===== config.mk =====
export PLATFORM = sky130hd
export DESIGN_NAME = instr_fetch_flat
export DESIGN_NICKNAME = d
export VERILOG_FILES = /design/src/rtl/instr_fetch_if.sv /design/src/rtl/instr_fetch.sv /design/src/flat_wrapper.sv
export SDC_FILE = /design/constraint.sdc
export NUM_CORES = 1
export LEC_CHECK = 0
export BUFFER_PORTS_ARGS = -buffer_cell sky130_fd_sc_hd__buf_2
export CELL_PAD_IN_SITES_DETAIL_PLACEMENT = 1
export CELL_PAD_IN_SITES_GLOBAL_PLACEMENT = 2
export CORE_UTILIZATION = 33
export DETAILED_ROUTE_END_ITERATION = 12
export MAX_ROUTING_LAYER = met4
export PLACE_DENSITY = 0.81
export SYNTH_ARGS = -nofsm -noshare
export SYNTH_HDL_FRONTEND = slang
export SYNTH_SLANG_ARGS = --single-unit

===== constraint.sdc =====
create_clock -name Clk -period 4.6 [get_ports Clk]
set_input_delay 0.23 -clock Clk [delete_from_list [all_inputs] [get_ports Clk]]
set_output_delay 0.23 -clock Clk [all_outputs]
set_load 0.05 [all_outputs]

===== src/rtl/instr_fetch_if.sv =====
// Fetch-unit bus: ROM address/data, decode-side instruction outputs and sequencing controls.
// FETCH_BRANCH_REL_EN adds the relative-branch signals BranchRel and BranchOffset.
interface instr_fetch_if;
  logic        Start;
  logic        Stall;
  logic        BranchEn;
  logic [11:0] BranchTarget;
`ifdef FETCH_BRANCH_REL_EN
  logic [7:0]  BranchOffset;
  logic        BranchRel;
`endif
  logic [8:0]  InstrIn;
  logic [11:0] InstAddress;
  logic [8:0]  Instr;
  logic [11:0] InstrPC;
  logic        InstrValid;
  logic        Done;

  // master: the fetch unit itself
  modport master (
    input  Start, Stall, BranchEn, BranchTarget,
`ifdef FETCH_BRANCH_REL_EN
    input  BranchOffset, BranchRel,
`endif
    input  InstrIn,
    output InstAddress, Instr, InstrPC, InstrValid, Done
  );

  // slave: ROM plus decode/execute environment
  modport slave (
    output Start, Stall, BranchEn, BranchTarget,
`ifdef FETCH_BRANCH_REL_EN
    output BranchOffset, BranchRel,
`endif
    output InstrIn,
    input  InstAddress, Instr, InstrPC, InstrValid, Done
  );
endinterface


===== src/rtl/instr_fetch.sv =====
// Instruction fetch unit: owns the PC, registers ROM words for decode, handles start/halt/stall/branch.
// Optional `define FETCH_BRANCH_REL_EN enables InstrPC-relative branches via BranchRel/BranchOffset.
module instr_fetch #(
  parameter logic [11:0] START_ADDR = 12'h000,
  parameter logic [8:0]  HALT_WORD  = 9'h1FF
) (
  input logic           Clk,
  input logic           Reset,
  instr_fetch_if.master bus
);

  typedef enum logic [1:0] {IDLE, RUN, HALTED} state_t;

  state_t      state;
  logic [11:0] pc_p0;
  logic [8:0]  instr_p1;
  logic [11:0] instr_pc_p1;
  logic        vld_p1;
  logic        done_q;
  logic [11:0] target;

`ifdef FETCH_BRANCH_REL_EN
  function automatic logic [11:0] rel_target(input logic [11:0] base,
                                             input logic signed [7:0] off);
    logic signed [11:0] off_ext;
    off_ext = 12'(off);
    return base + off_ext;
  endfunction

  assign target = bus.BranchRel ? rel_target(instr_pc_p1, bus.BranchOffset)
                                : bus.BranchTarget;
`else
  assign target = bus.BranchTarget;
`endif

  // p0: PC drives the ROM; p1: captured word, its address and validity
  always_ff @(posedge Clk or posedge Reset) begin
    if (Reset) begin
      state       <= IDLE;
      pc_p0       <= START_ADDR;
      instr_p1    <= 9'h000;
      instr_pc_p1 <= 12'h000;
      vld_p1      <= 1'b0;
      done_q      <= 1'b0;
    end else begin
      case (state)
        IDLE, HALTED: begin
          if (bus.Start) begin
            state  <= RUN;
            pc_p0  <= START_ADDR;
            vld_p1 <= 1'b0;
            done_q <= 1'b0;
          end
        end
        RUN: begin
          if (bus.BranchEn) begin
            // word fetched this cycle belongs to the wrong path; drop it
            pc_p0  <= target;
            vld_p1 <= 1'b0;
          end else if (!bus.Stall) begin
            instr_p1    <= bus.InstrIn;
            instr_pc_p1 <= pc_p0;
            if (bus.InstrIn == HALT_WORD) begin
              vld_p1 <= 1'b0;
              done_q <= 1'b1;
              state  <= HALTED;
            end else begin
              vld_p1 <= 1'b1;
              pc_p0  <= pc_p0 + 12'd1;
            end
          end
        end
        default: state <= IDLE;
      endcase
    end
  end

  assign bus.InstAddress = pc_p0;
  assign bus.Instr       = instr_p1;
  assign bus.InstrPC     = instr_pc_p1;
  assign bus.InstrValid  = vld_p1;
  assign bus.Done        = done_q;

endmodule


===== src/flat_wrapper.sv =====
// flat-port wrapper written by rule: the top's interface ports become plain ports
module instr_fetch_flat 
#(
  parameter logic [11:0] START_ADDR = 12'h000,
  parameter logic [8:0]  HALT_WORD  = 9'h1FF
)
  (Clk, Reset, bus_Start, bus_Stall, bus_BranchEn, bus_BranchTarget, bus_InstrIn, bus_InstAddress, bus_Instr, bus_InstrPC, bus_InstrValid, bus_Done);
  instr_fetch_if bus_i ();
  input logic Clk;
  input logic Reset;
  input wire logic [$bits(bus_i.Start)-1:0] bus_Start;
  input wire logic [$bits(bus_i.Stall)-1:0] bus_Stall;
  input wire logic [$bits(bus_i.BranchEn)-1:0] bus_BranchEn;
  input wire logic [$bits(bus_i.BranchTarget)-1:0] bus_BranchTarget;
  input wire logic [$bits(bus_i.InstrIn)-1:0] bus_InstrIn;
  output wire logic [$bits(bus_i.InstAddress)-1:0] bus_InstAddress;
  output wire logic [$bits(bus_i.Instr)-1:0] bus_Instr;
  output wire logic [$bits(bus_i.InstrPC)-1:0] bus_InstrPC;
  output wire logic [$bits(bus_i.InstrValid)-1:0] bus_InstrValid;
  output wire logic [$bits(bus_i.Done)-1:0] bus_Done;
  assign bus_i.Start = bus_Start;
  assign bus_i.Stall = bus_Stall;
  assign bus_i.BranchEn = bus_BranchEn;
  assign bus_i.BranchTarget = bus_BranchTarget;
  assign bus_i.InstrIn = bus_InstrIn;
  assign bus_InstAddress = bus_i.InstAddress;
  assign bus_Instr = bus_i.Instr;
  assign bus_InstrPC = bus_i.InstrPC;
  assign bus_InstrValid = bus_i.InstrValid;
  assign bus_Done = bus_i.Done;
  instr_fetch #(.START_ADDR(START_ADDR), .HALT_WORD(HALT_WORD)) u_core (.Clk(Clk), .Reset(Reset), .bus(bus_i));
endmodule

* Word-level counts from Yosys, hierarchy flattened
Index checks and enable logic that the tools add are counted.
Storage, ports and cells: input bits 26, output and inout bits 35, logic and storage cells 45, register bits after elaboration 37
Operators by class: equal/unequal tests 9, $add $sub $neg 1, bitwise operators 2, muxes and demuxes 19, reductions and logical operators 8
Operators by type and width (count):
- 12-bit 2-to-1 mux | 4
- 12-bit one-hot mux with 2 select lines | 1
- 12-bit by 1-bit adder with 12-bit output (second input constant) | 1
- 9-bit equality test (second input constant) | 1
- 2-bit 2-to-1 mux | 4
- 4-bit AND reduction | 2
- 1-bit 2-to-1 mux | 7
- 2-bit != test (second input constant) | 3
- 3-bit != test (second input constant) | 2
- 3-bit AND reduction | 2
- 5-bit AND reduction | 1
- 1-bit one-hot mux with 2 select lines | 2
- 2-bit one-hot mux with 2 select lines | 1
- 2-bit by 1-bit equality test with 1-bit output (second input constant) | 1
- 2-bit equality test (second input constant) | 1
- 2-bit zero test | 1
- 2-bit by 1-bit != test with 1-bit output (second input constant) | 1
- 1-bit inverter | 2
- 2-bit nonzero test | 1
- 2-bit OR reduction | 1

* Depth between registers and ports, before layout
Gate-level depths: netlist of run 1.
depth after elaboration 5, mapped depth 7, depth with buffers taken out 5

* Worst setup path after synthesis of run 1
OpenSTA, ideal clock, no wires.
path type reg-to-reg, start register u_core.pc_p0[0] (netlist: u_core.bus.InstAddress[0]), end register u_core.pc_p0[8] (netlist: u_core.bus.InstAddress[8]), required time 4.517 ns, stages on the path, launching flop included 6, arrival 1.861 ns, slack 2.656 ns, setup time 0.083 ns, path through dfrtp_1 ha_1 nand3_1 or2_2 o41a_1 o22ai_1
On the way: longest elaborated chain between the ends 5
Ends and longest elaborated chain:
- start, declared | line instr_fetch.sv:15 | logic [11:0] pc_p0;
- start signal, assigned | line instr_fetch.sv:58 | pc_p0 <= target;
- start signal, assigned | line instr_fetch.sv:69 | pc_p0 <= pc_p0 + 12'd1;
- 12-bit by 1-bit adder with 12-bit output | line instr_fetch.sv:69
- 12-bit 2-to-1 mux | line instr_fetch.sv:63 | if (bus.InstrIn == HALT_WORD) begin
- 12-bit 2-to-1 mux | line instr_fetch.sv:60 | end else if (!bus.Stall) begin
- 12-bit 2-to-1 mux | line instr_fetch.sv:56 | if (bus.BranchEn) begin
- 12-bit one-hot mux with 2 select lines | line instr_fetch.sv:46 | case (state)
Every way passes these cells. The select of a mux whose other input is x is not followed. A chain may end at the register's enable or synchronous reset.

* Worst setup path in the final report of run 1
start register u_core.state[1], end register u_core.instr_pc_p1[11] (netlist: u_core.bus.InstrPC[11])
On the way: longest elaborated chain between the ends 2
Ends and longest elaborated chain:
- start, declared | line instr_fetch.sv:14 | state_t state;
- start signal, assigned | line instr_fetch.sv:39 | state <= IDLE;
- start signal, assigned | line instr_fetch.sv:49 | state <= RUN;
- start signal, assigned | line instr_fetch.sv:66 | state <= HALTED;
- 2-bit by 1-bit equality test with 1-bit output | line instr_fetch.sv:46
- 3-bit AND reduction (no source line)
- end signal, assigned | line instr_fetch.sv:62 | instr_pc_p1 <= pc_p0;
- end, declared | line instr_fetch.sv:17 | logic [11:0] instr_pc_p1;
Every way passes these cells.

==> results.txt, run 1 <==
STA puts the critical path data arrival time at 2500 ps. The chip height came out at 76.0 µm. The routed wire length was 4740 µm. Setup repair after global routing left no endpoint under its margin. Synthesis inferred 37 register bits. The first global-routing pass estimated 8250 µm of wire. The HPWL after detailed placement is 3460 µm, and the die boundary width is 76.0 µm. The detailed router finished its first iteration with 56 violations. In this run the core area contains 26 standard-cell rows. In the synthesized netlist, the cells that appear most often are sky130_fd_sc_hd__dfrtp_1, sky130_fd_sc_hd__mux2_2, sky130_fd_sc_hd__nand2_1. The number of pins exceeding their max-slew limit in the final report came out at 0. The number of instances in the synthesized netlist was 165.

The post-cts resize count is 0, and the maximum number of pins on one net before global-route repair is 38. The worst-case headroom to the max-slew limit is 0.237. Counting flops with a built-in enable in the synthesized netlist gives 0.

Dominant register cell in the synthesized netlist: sky130_fd_sc_hd__dfrtp_1. Post-CTS setup buffer count: 0. The count of antenna-violating nets left after detailed routing came out at 0.

The share of post-route cells with drive strength above 1 is 0.418. The fraction of power consumed by sequential logic was 0.405. The worst clock skew is 4.45 ps, and the number of nets in the layout is 252. Across the run, the number of max-cap violations was 0. Setup violations remaining at the end of the flow were counted as 0.

The library cell occupying the most area in the post-synthesis netlist is sky130_fd_sc_hd__dfrtp_1. STA classifies the critical path endpoint as a flip-flop. The peak supply drop was 0.000191 V; the cell area reported after detailed placement was 0.00215 mm². Summing all non-filler instances in the final layout gives an area of 0.00226 mm². The clock passes through at most 2 buffers. The final worst-path cycle share works out to 0.508.

The worst setup path is launched from a flip-flop. The via count of the first global-routing pass is 1654. TritonCTS built the clock tree.

Post-layout instance count excluding filler cells: 295. The via-per-instance ratio works out to 5.20. For the count of different cell masters after synthesis, the log shows 36. The cell chosen for the clock root is sky130_fd_sc_hd__clkbuf_8. Yosys attributes the largest share of cell area to sky130_fd_sc_hd__dfrtp_1, sky130_fd_sc_hd__mux2_2, sky130_fd_sc_hd__nand2_1. For this run, the detailed router's first-pass iteration total came to 4.

The later pin in the worst-skew pair is clocked with a latency of 280 ps. During I/O placement, the number of pins put on the boundary was 61. The run finished with clean final reports.

The type of the worst setup path is reg2reg. DRC violation count after routing: 0. The area inside the core boundary was 0.00520 mm²; the deepest level of the CTS H-tree was 2.

The initial antenna violation count was 0; the post-synth design cell area was 0.00181 mm². For the sink count of the clock tree, the log shows 37. For this design the ratio of total power to cell area is 456 mW/mm².

Power comes to 1.03 mW. At the end of routability-driven placement, the weighted congestion stood at 0.790. The logs give 0.332 for the combinational share of power and 0 for the count of endpoints failing hold in the final timing report. The tools report the antenna diode count as 0. Initial core utilization: 0.348.

The logs give 926 µm² for the flip-flop and latch area and 0 ps for the setup TNS after final layout. The die covers 0.00578 mm². The reported net switching power came out at 406 µW. The detailed router placed 1533 vias in this run. The area of the multi-input gates was 816 µm²; the number of hold buffers added after CTS was 0. The number of warnings printed during yosys synthesis was 0. Synthesized net count: 192. The logs give 1.02 nW for the leakage dissipation and 0.263 for the clock network fraction of total power. The fraction of power spent switching nets is 0.395, and the maximum fanout along the worst path is 24.

The global routing usage summed across all routing layers was 0.185. The sequential share of the synthesized area came out at 0.512. Clock-pin slew was measured on the worst setup and hold paths at 70 ps. The maximum clock rate came out at 0.428 GHz.

The routed wire length per instance is 16.1 µm. The most common cell in the synthesized netlist was sky130_fd_sc_hd__dfrtp_1. The TritonCTS buffer count is 5.

The logs give 288 for the cell count after placement and 622 µW for the internal power. The transition time at the pin with the least slew margin was 1140 ps; the number of port buffers was 60. The tools report the data required time of the worst path as 4770 ps. The filler cell count came out at 632. The total overflow left after global routing is 0.

The area fraction of the dominant cell type after synthesis was 0.512; the post-synthesis async set-or-reset flop share was 1.00. Area overhead of the layout relative to synthesis: 24.7%. The final critical-path required period is 2340 ps. The path class of the tightest hold or removal check is in2async. After synthesis, the mean cell area works out to 11.0 µm².
-- power groups by stage --
stage,Clock [mW],Sequential [mW],Combinational [mW]
floorplan,0,0.589,0.0884
global placement,0,0.425,0.342
detailed placement,0,0.425,0.345
CTS,0.281,0.419,0.346
global route,0.292,0.428,0.362
finish,0.270,0.416,0.342
-- placed cells by master (no fill, tap or decap), drive strengths merged, types with 2 or more instances in the layout --
master   n
a22o     2
or3      2
a211oi   2
nand2b   2
nor3     8
or2      2
o41a     2
mux2    21
a21oi    8
inv      4
buf     61
nand3    4
nor2     8
nand2   14
o22ai    8
nand4    2
clkbuf   5
nor3b    2
nor2b    3
a22oi    4
o21ai    5
nor4     7
dfrtp   37
o31ai    2
-- cell families after synthesis --
group                      Yosys count  synth area share
AOI/OAI and AO/OA                   38             0.144
adders and majority gates            1           0.00691
buffers and inverters               12            0.0373
DFF                                 37             0.512
muxes                               22             0.136
and+or+nand+nor                     55             0.164
-- sequential cells by signal, summed over array words and instances, names as in the netlist --
| register | cells |
|---|---|
| u_core.bus.InstAddress | 12 |
| u_core.bus.InstrPC | 12 |
| u_core.bus.Instr | 9 |
| u_core.state | 2 |
| u_core.bus.Done | 1 |
| u_core.bus.InstrValid | 1 |
-- final cells by class --
class                   count  area share
clock inverters             2      0.0155
repair buffers             61       0.136
clock buffers               5      0.0305
well taps                  70      0.0388
multi-input cells         116       0.362
flip-flops and latches     37       0.410
inverters                   4     0.00666
-- worst max-delay path, cell delays in order, from the launching register on --
cell and delay, ps:
sky130_fd_sc_hd__dfrtp_1 410, sky130_fd_sc_hd__or3b_1 510, sky130_fd_sc_hd__nor2_2 870, sky130_fd_sc_hd__mux2_2 430
-- worst paths after layout --
path	startpoint	to	slack, ps	depth (start not counted)
min	Reset	u_core.bus.Instr[8]	40	3
max in group asynchronous	Reset	u_core.bus.InstrPC[8]	4230	3
min in group Clk	bus_InstrIn[6]	u_core.bus.Instr[6]	190	2
min reg2reg	u_core.bus.InstrPC[6]	u_core.bus.InstrPC[6]	500	1
max reg2reg	u_core.state[1]	u_core.bus.InstrPC[11]	2260	3
max	u_core.state[1]	u_core.bus.InstrPC[11]	2260	3
-- stage by stage --
step	setup WS, ps	hold WS (ps)	utilization
after floorplan	2660	382	-
after CTS	2200	52.0	0.433
after detailed placement	2090	371	0.413
after global placement	2130	363	0.413
final	2260	38.8	0.433
after global routing	2080	68.8	0.433
-- layer usage --
layer | part of all wire | up-vias | track usage
met2 | 0.49 | 45 | 0.299
met4 | 0.011 | 0 | 0.0538
met5 | 0 | - | -
met1 | 0.46 | 747 | 0.234
li1 | - | 734 | -
met3 | 0.044 | 7 | 0.0419
(Power assumes the default switching activity.)
==> inputs of run 2 (changes only) <==
--- a/config.mk
+++ b/config.mk
@@ -8,10 +8,10 @@
 export BUFFER_PORTS_ARGS = -buffer_cell sky130_fd_sc_hd__buf_2
 export CELL_PAD_IN_SITES_DETAIL_PLACEMENT = 1
 export CELL_PAD_IN_SITES_GLOBAL_PLACEMENT = 2
-export CORE_UTILIZATION = 33
+export CORE_UTILIZATION = 30
 export DETAILED_ROUTE_END_ITERATION = 12
 export MAX_ROUTING_LAYER = met4
-export PLACE_DENSITY = 0.81
+export PLACE_DENSITY = 0.75
 export SYNTH_ARGS = -nofsm -noshare
 export SYNTH_HDL_FRONTEND = slang
 export SYNTH_SLANG_ARGS = --single-unit
==> constraint.sdc (replaced) <==
create_clock -name Clk -period 2.25 [get_ports Clk]
set_input_delay 0.1125 -clock Clk [delete_from_list [all_inputs] [get_ports Clk]]
set_output_delay 0.1125 -clock Clk [all_outputs]
set_load 0.05 [all_outputs]
==> run 2 against run 1 <==
Critical path depth grew 1; maximum frequency up 27%; register-to-register slack lost 1900 ps; global-route usage is 1.6 points lower; critical path type unchanged; critical endpoint is now u_core.bus.InstAddress[5]; highest routed layer unchanged.
==> results.txt, run 2 (same netlist as run 1, synthesis figures left out) <==
In this run the deepest clock path goes through 2 buffers. The initial core utilization came out at 0.319. The root buffer cell chosen for the clock tree is sky130_fd_sc_hd__clkbuf_8. For the pin with the worst max-slew slack, the measured transition is 627 ps. TritonCTS built the clock tree. The area growth from synthesis to layout is 29.6%.

The reg-to-reg startpoint is u_core.state[1]. Summing all flip-flop and latch instances after layout gives 926 µm². The logs give 0.582 for the worst-case headroom to the max-slew limit and 38 for the maximum number of pins on one net before global-route repair. In the layout the commonest cells are sky130_fd_sc_hd__buf_2, sky130_fd_sc_hd__dfrtp_1, sky130_fd_sc_hd__mux2_2, sky130_fd_sc_hd__nand2_1, sky130_fd_sc_hd__buf_4. Buffers placed on the I/O ports in this run total 60. Setup total negative slack on the finished layout was measured at 0 ps. The data required time of the worst path was 2430 ps.

The class of the most critical hold timing path is in2reg. Row generation in the floorplan step produced 27 rows. The area inside the core boundary was 0.00568 mm²; the number of maximum-capacitance constraint violations was 0.

Clock-pin slew was measured on the worst setup and hold paths at 70 ps. The area of the multi-input gates came out at 816 µm². The critical path is of the reg2reg type. The number of pins exceeding their max-slew limit in the final report was 0; the number of cells traversed by the worst hold path was 2. The final worst-path cycle share was 0.817; the maximum fanout along the worst path was 8.

The end point of the worst hold path is u_core.bus.Instr[6]. In the final routed layout, each cell accounts on average for 16.1 µm. The floorplan step set the die width to 79.7 µm.

The detail route stage leaves a number of antenna-violating nets equal to 0. The worst setup path is captured at a flip-flop. The depth of the worst register-to-register path is 4.

0 antenna diodes ended up in the layout. The maximum clock rate was 0.544 GHz; the sink count of the clock tree was 37. At the end of routability-driven placement, the weighted congestion stood at 0.775. The count of endpoints failing hold in the final timing report was 0. The type of origin of the critical path was a flip-flop. The tools report the clock latency of the later-clocked register in the worst-skew pair as 280 ps.

The run gives 61 as the count of pins on the block boundary. Walking the worst path, the cells encountered are or3b_1 > nor4_4 > nor3b_1 > o22a_1. For the worst setup path, the data arrival time is 2010 ps. The remaining global-route overflow was 0; the global routing usage summed across all routing layers was 0.169. The cell area power density was 929 mW/mm².

For this run, the post-layout net count is 261. Wire length of the first global-routing pass: 8030 µm. The share of post-route cells with drive strength above 1 came out at 0.438. Dividing the detail-routed via count by the number of cells gives 5.11. On the worst path, the slowest cell contributes a delay of 530 ps. Across the VDD grid, the largest voltage drop is 0.000312 V. The design draws 2.18 mW. The routed design could run at a clock period as short as 1840 ps. The logs give 0 for the number of endpoints failing setup at the final stage and 410 ps for the register-to-register setup slack. The pre-antenna-repair detailed-routing pass consisted of 4 iterations. For the via count of the first global-routing pass, the log shows 1634. The H-tree was split into 2 levels.

The most common cell after layout, fill and taps aside was sky130_fd_sc_hd__buf_2. In this run the critical register-to-register path is captured at u_core.bus.InstAddress[5]. The logs give 0 for the initial antenna violation count and 1568 for the total via count after detailed routing. The routed design has 4930 µm of wire.

The HPWL after detailed placement was 3740 µm. The logs give 1.07 nW for the leakage dissipation and 0 for the post-CTS setup buffer count. The first-iteration detailed-routing DRC count was 45; the TritonCTS buffer count was 5.

Setup repair after global routing left no endpoint under its margin. The layout has 674 filler cells. The tools report the DRC violation count after routing as 0. In this run the vertical extent of the chip is 79.7 µm. The run finished with clean final reports. The cell with the largest stage delay on the worst path was sky130_fd_sc_hd__nor4_4. For the final database, setup skew stands at 1.69 ps. The worst hold path begins at bus_InstrIn[6]. The run gives 0.00635 mm² as the overall die area.
[run 2: repair_timing]
action | 4_1_cts | 5_1_grt
hold buffers | 1 | 0
gates resized for setup | 0 | 0
endpoints found under the hold margin | 37 | 0
[run 2: per-layer routing]
| layer | global-route usage | vias to the layer above | wire length (µm) |
|---|---|---|---|
| met5 | - | - | 0 |
| met4 | 0.0327 | 0 | 40 |
| met3 | 0.0366 | 6 | 202 |
| met2 | 0.282 | 39 | 2340 |
| met1 | 0.211 | 769 | 2350 |
| li1 | - | 754 | - |
[run 2: final cells by class]
class,instances,area share
Sequential cell,37,0.395
Multi-Input combinational cell,116,0.348
Timing Repair Buffer,70,0.161
Tap cell,72,0.0384
Clock buffer,6,0.0352
Clock inverter,2,0.0160
Inverter,4,0.00640
[run 2: worst max-delay path: cells and delay by family (launching register included)]
family,cells,cell delay (ps)
compound gates,1,200
flops,1,400
simple gates,3,1130
[run 2: how the worst max path moves through the flow]
stage / start / endpoint / slack (ps)
after global routing: u_core.state[1] / u_core.bus.InstAddress[1] / 200
after CTS: u_core.state[1] / u_core.bus.InstAddress[5] / 410
after floorplan: u_core.bus.InstAddress[0] / u_core.bus.InstAddress[8] / 310
after global placement: u_core.state[1] / u_core.bus.InstAddress[5] / 480
final: u_core.state[1] / u_core.bus.InstAddress[5] / 410
after detailed placement: u_core.state[1] / u_core.bus.InstAddress[5] / 430
[run 2: report_power, final]
part,total [mW],internal [mW],switching (mW)
Clock,0.602,0.360,0.241
Sequential,0.840,0.765,0.0747
Combinational,0.737,0.203,0.534
Total,2.18,1.33,0.850
[run 2: per-stage QoR]
stage | setup WS, ps | hold slack [ps] | utilization | cells | area (µm²)
6_report | 412 | 71.7 | 0.413 | 307 | 2340
5_1_grt | 203 | 63.6 | 0.413 | 307 | 2340
4_1_cts | 408 | 60.5 | 0.413 | 307 | 2340
3_5_place_dp | 432 | 254 | 0.390 | 298 | 2210
3_3_place_gp | 484 | 252 | 0.390 | 298 | 2210
2_1_floorplan | 306 | 264 | - | 165 | 1810
==> inputs of run 3 (changes only) <==
==> constraint.sdc (replaced) <==
create_clock -name Clk -period 1.8 [get_ports Clk]
set_input_delay 0.09 -clock Clk [delete_from_list [all_inputs] [get_ports Clk]]
set_output_delay 0.09 -clock Clk [all_outputs]
set_load 0.05 [all_outputs]
==> run 3 against run 2 <==
Combinational power increased by 29%; sequential cell count unchanged; global-route usage increased by 1.3 points; core utilization increased by 1.9 points; non-clock buffer count increased by 10; sequential share of layout area decreased by 1.6 points; worst setup slack got worse by 320 ps; first-iteration DRC count increased by 44%; critical endpoint is now u_core.bus.InstAddress[4]; largest cell class unchanged.
==> results.txt, run 3 (same netlist as run 1, synthesis figures left out) <==
VDD sags by at most 0.000503 V. The flow ran to the end, and the final reports show no timing, DRC or antenna violations. For the via count of the first global-routing pass, the log shows 1710.

The die boundary width was 79.7 µm. The library cells used most frequently in the layout, excluding fill and tap cells, are sky130_fd_sc_hd__buf_2, sky130_fd_sc_hd__dfrtp_1, sky130_fd_sc_hd__mux2_2, sky130_fd_sc_hd__buf_4, sky130_fd_sc_hd__nand2_1. The tools report the count of endpoints failing hold in the final timing report as 0. The combinational share of power is 0.347. Worst clock skew: 4.26 ps.

The share of post-route cells with drive strength above 1 was 0.473; the cell area power density was 1120 mW/mm². The post-layout total power was 2.74 mW; the via-per-instance ratio was 5.15. At the end of routability-driven placement, the weighted congestion stood at 0.757. Entering global routing, the biggest net connects 25 pins. From synthesis to final layout, the design area changed by 35.4%. Clock-pin slew was measured on the worst setup and hold paths at 70 ps. The run gives 290 ps as the clock latency of the later-clocked register in the worst-skew pair.

The worst setup path is launched from a flip-flop. The final worst-path cycle share was 0.946; the first-iteration detailed-routing DRC count was 65. The kind of capture point of the worst setup path was a flip-flop. Leaving out fill and tap cells, the most frequent cell in the layout is sky130_fd_sc_hd__buf_2.

The tools report the clock network fraction of total power as 0.273. Setup repair after global routing left no endpoint under its margin. Class of the most critical hold timing path: in2reg. In this run the tool buffered the top-level ports with 60 buffer cells. The number of detailed-routing iterations run before antenna repair is 4. Max-cap violations in this run came to 0. CTS saw 37 sinks.

For this block, the routed nets add up to 5130 µm of wire. Derived from the worst setup path, the maximum achievable clock frequency is 0.587 GHz. After global routing the overflow that remains totals 0. The filler cells instantiated in the layout total 676. The logs give 27 for the total number of placement rows and 271 for the number of nets in the layout. The die covers 0.00635 mm². The routed wire length per instance came out at 16.2 µm.

The tools report the HPWL after detailed placement as 3870 µm. For the worst setup path, the data required time is 2010 ps. Fraction of power spent switching nets: 0.387.

CTS built an H-tree with a depth of 2. Buffers inserted during clock tree synthesis total 5. Counting I/O delays and the setup requirement, the final critical path takes 1700 ps. For the pin with the worst max-slew slack, the measured transition is 625 ps. The tools report the initial core utilization as 0.319. The maximum fanout along the worst path works out to 7. The tools report the share of the core filled with cells in the final layout as 0.432. The cell chosen for the clock root was sky130_fd_sc_hd__clkbuf_8.

The fraction of power consumed by sequential logic is 0.380. The analysis attributes to cell leakage a power of 1.12 nW. The worst-case headroom to the max-slew limit was 0.583; the DRC violation count after routing was 0. The critical path arrival is 1910 ps. The wire length of the first global-routing pass is 8530 µm, and the internal power is 1.68 mW. Summing over every cut layer, the via total after detailed routing is 1632. TritonCTS built the clock tree.

During I/O placement, the number of pins put on the boundary was 61. Setup violations remaining at the end of the flow were counted as 0. The count of nets left with antenna violations once routing finished came out at 0. The global routing usage summed across all routing layers was 0.182; the antenna diode count was 0. For the setup TNS after final layout, the log shows 0 ps. From bottom edge to top edge, the die measures 79.7 µm. The initial antenna violation count is 0. The core region is 0.00568 mm². Number of pins exceeding their max-slew limit in the final report: 0. In this run the power spent charging and discharging nets is 1.06 mW. The worst setup path is of the reg2reg kind. For the number of buffers on the longest clock path, the log shows 2.
-- run 3: worst paths after layout --
check	startpoint	to	slack [ps]	cells after the start
hold reg to reg	u_core.bus.Done	u_core.bus.Done	500	2
min in group asynchronous	Reset	u_core.bus.Instr[3]	400	3
setup reg to reg	u_core.state[1]	u_core.bus.InstAddress[4]	100	5
max in group asynchronous	Reset	u_core.bus.InstAddress[8]	860	4
hold / removal	bus_InstrIn[6]	u_core.bus.Instr[6]	40	2
setup / recovery	u_core.state[1]	u_core.bus.InstAddress[4]	100	5
-- run 3: repair_timing --
action / CTS / global route
gates resized for setup: 1 / 1
endpoints found under the hold margin: 13 / 0
hold buffers: 1 / 0
setup buffers: 0 / 0
setup endpoints to repair: 3 / 10
-- run 3: per-stage QoR --
stage,setup slack [ps],std cells,area (µm²),hold slack [ps]
floorplan,4.85,165,1810,242
global route,29.1,317,2450,37.2
detailed placement,-45.8,308,2320,183
CTS,22.5,317,2450,36.9
global placement,-16.4,308,2320,176
finish,96.5,317,2450,43.0
-- run 3: metal layers --
metal	global-route usage	routed length [µm]	vias up
met4	0.0618	95	0
met1	0.230	2400	797
met2	0.288	2450	44
li1	-	-	780
met3	0.0389	191	11
met5	-	0	-
-- run 3: power groups by stage --
stage               clock network [mW]  logic [mW]  registers (mW)
global route                     0.814        1.01            1.07
floorplan                            0       0.226            1.51
CTS                              0.766       0.962            1.05
global placement                     0       0.947            1.06
detailed placement                   0       0.958            1.06
finish                           0.749       0.952            1.04
-- run 3: critical path: stages (launching register included) --
cell	delay [ps]
sky130_fd_sc_hd__dfrtp_1	420
sky130_fd_sc_hd__or3b_4	450
sky130_fd_sc_hd__nor4_4	320
sky130_fd_sc_hd__buf_4	200
sky130_fd_sc_hd__a211oi_1	60
sky130_fd_sc_hd__o22ai_1	180
-- run 3: cell type report --
| class | instances | area, µm² | share of cell area |
|---|---|---|---|
| clock buffers | 7 | 86.3 | 0.0352 |
| clock inverters | 1 | 30.0 | 0.0123 |
| well taps | 72 | 90.1 | 0.0368 |
| repair buffers | 80 | 478 | 0.195 |
| multi-input cells | 116 | 822 | 0.336 |
| flip-flops and latches | 37 | 928 | 0.379 |
| inverters | 4 | 15.0 | 0.00613 |
